<file path="src/rtl/free_list.sv">
// free_list: circular free list of physical register tags for a 3-wide
// rename stage. It hands out up to three new tags per cycle, takes back up to
// three retired old tags per cycle, and on branch recovery reclaims every
// in-flight allocation at once by moving head onto tail.
//
// Allocate handshake: alloc_req[i] is the request and alloc_gnt[i] is the
// acknowledge. A tag is consumed only when req and gnt are both 1 at a posedge
// with no recovery. Grants always form a prefix of the requesting slots.
// alloc_pr/alloc_gnt are combinational, so they may depend on alloc_req in the
// same cycle. Retire has no back-pressure: every retire_valid bit is accepted.
module free_list #(
   parameter int  NPR   = 64,
   parameter int  NARCH = 32,
   localparam int PR    = $clog2(NPR),
   localparam int NFL   = NPR - NARCH,
   localparam int IW    = $clog2(NFL),
   localparam int CW    = IW + 1
) (
   input  logic               clock,
   input  logic               reset,
   input  logic [2:0]         alloc_req,
   output logic [2:0][PR-1:0] alloc_pr,
   output logic [2:0]         alloc_gnt,
   output logic [CW-1:0]      free_count,
   input  logic [2:0]         retire_valid,
   input  logic [2:0][PR-1:0] retire_told,
   input  logic               BPRecoverEN
);

   // Number of set bits in a 3-bit vector.
   function automatic logic [1:0] pop3(input logic [2:0] v);
      return {1'b0, v[0]} + {1'b0, v[1]} + {1'b0, v[2]};
   endfunction

   // Tag storage and pointers. Slots [tail, head) hold in-flight tags in
   // program order; slots [head, tail) hold free tags in allocation order.
   logic [PR-1:0]   fl_buf [NFL];
   logic [IW-1:0]   head;
   logic [IW-1:0]   tail;
   logic [CW-1:0]   count;

   logic [2:0][1:0] alloc_off;
   logic [2:0][1:0] retire_off;
   logic [1:0]      gnt_num;
   logic [1:0]      ret_num;
   logic [IW-1:0]   tail_next;
   logic [CW-1:0]   count_next;

   // Offsets: each slot counts only the requesting/valid slots older than it,
   // so the requesters are packed onto consecutive buffer entries.
   always_comb begin
      alloc_off  = '0;
      retire_off = '0;
      alloc_off[1]  = {1'b0, alloc_req[0]};
      alloc_off[2]  = pop3({1'b0, alloc_req[1:0]});
      retire_off[1] = {1'b0, retire_valid[0]};
      retire_off[2] = pop3({1'b0, retire_valid[1:0]});
   end

   // Offer tags from head onward; grant while the packed offset is below the
   // number of free entries.
   always_comb begin
      alloc_pr  = '0;
      alloc_gnt = '0;
      for (int i = 0; i < 3; i++) begin
         alloc_pr[i]  = fl_buf[head + IW'(alloc_off[i])];
         alloc_gnt[i] = alloc_req[i] && (CW'(alloc_off[i]) < count);
      end
   end

   // Next-state arithmetic for pointers and occupancy.
   always_comb begin
      gnt_num    = pop3(alloc_gnt);
      ret_num    = pop3(retire_valid);
      tail_next  = tail + IW'(ret_num);
      count_next = count - CW'(gnt_num) + CW'(ret_num);
   end

   // Pointer and occupancy registers. Recovery keeps this cycle's retires,
   // drops this cycle's grants, and makes every slot free again.
   always_ff @(posedge clock or posedge reset) begin
      if (reset) begin
         head  <= '0;
         tail  <= '0;
         count <= CW'(NFL);
      end else begin
         tail <= tail_next;
         if (BPRecoverEN) begin
            head  <= tail_next;
            count <= CW'(NFL);
         end else begin
            head  <= head + IW'(gnt_num);
            count <= count_next;
         end
      end
   end

   // Tag storage: starts with the tags above the architectural range; retired
   // old tags are written packed from tail.
   always_ff @(posedge clock or posedge reset) begin
      if (reset) begin
         for (int k = 0; k < NFL; k++) begin
            fl_buf[k] <= PR'(NARCH + k);
         end
      end else begin
         for (int i = 0; i < 3; i++) begin
            if (retire_valid[i]) begin
               fl_buf[tail + IW'(retire_off[i])] <= retire_told[i];
            end
         end
      end
   end

   assign free_count = count;

endmodule

</file>
<file path="config.mk">
export PLATFORM = sky130hd
export DESIGN_NAME = free_list
export DESIGN_NICKNAME = d
export VERILOG_FILES = /design/src/rtl/free_list.sv
export SDC_FILE = /design/constraint.sdc
export NUM_CORES = 1
export LEC_CHECK = 0
export CORE_MARGIN = 1.5
export CORE_UTILIZATION = 35
export DETAILED_ROUTE_END_ITERATION = 8
export PLACE_DENSITY = 0.46
export SLEW_MARGIN = 25
export SYNTH_ARGS = -nofsm -noshare
export SYNTH_HDL_FRONTEND = slang
export SYNTH_SLANG_ARGS = --single-unit
</file>
<file path="constraint.sdc">
create_clock -name clock -period 16.8 [get_ports clock]
set_clock_uncertainty 0.15 [all_clocks]
set_input_delay 3.36 -clock clock [delete_from_list [all_inputs] [get_ports clock]]
set_output_delay 3.36 -clock clock [all_outputs]
set_load 0.1 [all_outputs]
</file>
==> run summary <==
run status: complete, no violations
#FFs+latches synth: 208
Die W: 234 um
unrepaired setup endpoints after global routing: no
post-synthesis instance area: 18600 sq um
unique cell type count in the Yosys netlist: 80
hold buffer count at CTS: 0
drt wl/cell: 35.6 um
clk sinks: 208
Final Util: 39.3%
Worst setup EP type: primary output
final setup TNS: 0 ns
Routed Antenna Nets: 0
share of cells above drive strength 1: 29.9%
post-cts resize count: 0
Crit path arrival time: 8.01 ns
worst hold path type: flip-flop to flip-flop
worst-case clock buffer depth: 3
instance count of the mapped netlist: 1807
number of setup buffers added after CTS: 0
final hold vios: 0
initial antenna violation count: 6
Vias: 16800
GR Util All Layers: 32.0%
Detailed Routing Iterations Pass 1: 6
multi-input combinational cell area: 12600 sq um
die area: 54600 sq um
Ys Warns: 0
starting density of the core: 35.5%
Boundary Pins: 54
Skew-Pair Late Insertion Delay: 0.59 ns
Tcrit/Tclk final: 68.6%
RePlAce Congestion: 0.990
Slew Limit Fails: 0
area grow syn2layout: 10.8%
first-pass GRT wire length: 124000 um
Sequential cell area: 5350 sq um
GR met3 Demand/Resource: 7.34%
crit path kind: primary input to primary output
Post-synth ARST share: 100%
DR DRC count: 0
maxcap violations: 0
# nets final: 1806
GRT overflow: 0
Top Usage Layer GRT: met2
post-synth top area cell: mux4_2
CTS tree: yes
Tmin final: 11.52 ns
top cell type's share of synthesized area: 18.9%
Slew @ Worst Pin: 1.16 ns
crit-path max FO: 48
root buf cell: clkbuf_16
htree depth: 1
Slew HR: 22.9%
largest net degree at the start of global routing: 87
Post-synth EDFFs: 0
Fillers: 5153
FP Rows: 84
Post-Route WL: 87700 um
most frequent cell after synthesis: nand2_1
final setup fails: 0
Die Height: 234 um
sequential fraction of the synthesis area: 28.7%
ys flop type: dfstp_2
Max Clk Rate: 86.8 MHz
Crit path required time: 13.29 ns
vias in the first global route: 16000
Core Region: 52600 sq um
Clock transition at path regs: 0.06 ns
Vias/cell: 6.82
Post-Syn Nets: 1864
IO Port Bufs: 53
CTS buffer count: 28
met2 Use GR: 46.8%
initial DRC count: 2122
critical path launch point type: primary input
syn_area_per_cell: 10.3 sq um
met1 Usage GRT: 45.6%
synth cell count leaders: nand2_1 (202), mux2i_1 (159), mux4_2 (156), o21ai_0 (116), dfstp_2 (113)
largest cells by area after synthesis: mux4_2 (19%), dfstp_2 (16%), dfrtp_1 (13%)
hpwl dp: 59400 um
[critical path, stage by stage]
cell             delay, ns
clkdlybuf4s50_1       0.55
ha_1                  0.31
xnor2_1               0.48
inv_1                 0.10
ha_2                  0.33
buf_4                 0.58
mux4_2                0.40
and3_1                0.19
a211oi_1              0.35
and4b_1               0.29
clkdlybuf4s50_1       0.99
[metal layers]
metal / up-vias / part of all wire [%]
met5: - / 0.014
met4: 2 / 4.3
met3: 212 / 10
met2: 1076 / 43
met1: 8605 / 42
li1: 6907 / -
[cell usage in the layout, fill, tap and decap left out, types with 28 or more instances in the layout]
cell type	n
clkbuf_16	28
mux4_2	156
mux2i_1	158
mux2_2	92
o31ai_1	28
clkdlybuf4s50_1	44
dfrtp_1	92
nand2_1	202
a21o_1	33
nor3_1	37
dfstp_2	113
a21oi_1	36
a221oi_1	38
o21ai_1	33
nand3_1	78
buf_4	46
o21ai_0	116
a22o_1	46
nor2_1	63
a31oi_1	32
[sequential cells by signal (all words and copies together) (netlist names)]
signal	flops
free_count	6
head	5
tail	5
fl_buf	192
[path summary, 6_finish.rpt]
path	startpoint	to	slack (ns)	cells after the start
max	alloc_req[0]	alloc_pr[12]	5.28	11
min	fl_buf[45]$_DFF_PP1_	fl_buf[45]$_DFF_PP1_	0.51	3
max reg2reg	tail[0]$_DFF_PP0_	fl_buf[32]$_DFF_PP0_	12.75	7
min reg2reg	fl_buf[45]$_DFF_PP1_	fl_buf[45]$_DFF_PP1_	0.51	3
max in group asynchronous	reset	fl_buf[163]$_DFF_PP0_	11.93	3
min in group asynchronous	reset	fl_buf[126]$_DFF_PP0_	3.13	2
[through the flow]
| stage | hold slack, ns | setup slack, ns | cell area (sq um) | cells |
|---|---|---|---|---|
| floorplan | 0.396 | 5.90 | 18600 | 1807 |
| global placement | 0.483 | 5.35 | 19600 | 2406 |
| detailed placement | 0.506 | 5.35 | 19700 | 2407 |
| CTS | 0.518 | 5.34 | 20600 | 2459 |
| global route | 0.546 | 5.16 | 20600 | 2459 |
| finish | 0.513 | 5.28 | 20700 | 2462 |
[cell type report]
cell class | instances | area share (%)
Tap cell | 688 | 4.17
Clock buffer | 41 | 3.92
Timing Repair Buffer | 98 | 4.07
Clock inverter | 11 | 0.472
Inverter | 21 | 0.418
Multi-Input combinational cell | 1392 | 61.0
Sequential cell | 208 | 25.9
Antenna cell | 3 | 0.0363
[kinds of logic (layout without fill, tap and decap cells)]
kind of cell	Yosys count	in the layout	share of synthesized area, %
simple gates	469	469	12.1
other cells	0	3	0
xor+xnor	16	16	0.752
fa+ha+maj	30	30	2.30
flops	208	208	28.7
mux	408	408	33.1
buf+inv	207	171	4.88
compound gates	469	469	18.2
Power is left out: the tool's default activity adds up to more than one toggle a clock period on the data nets, which glitch-free logic cannot reach.
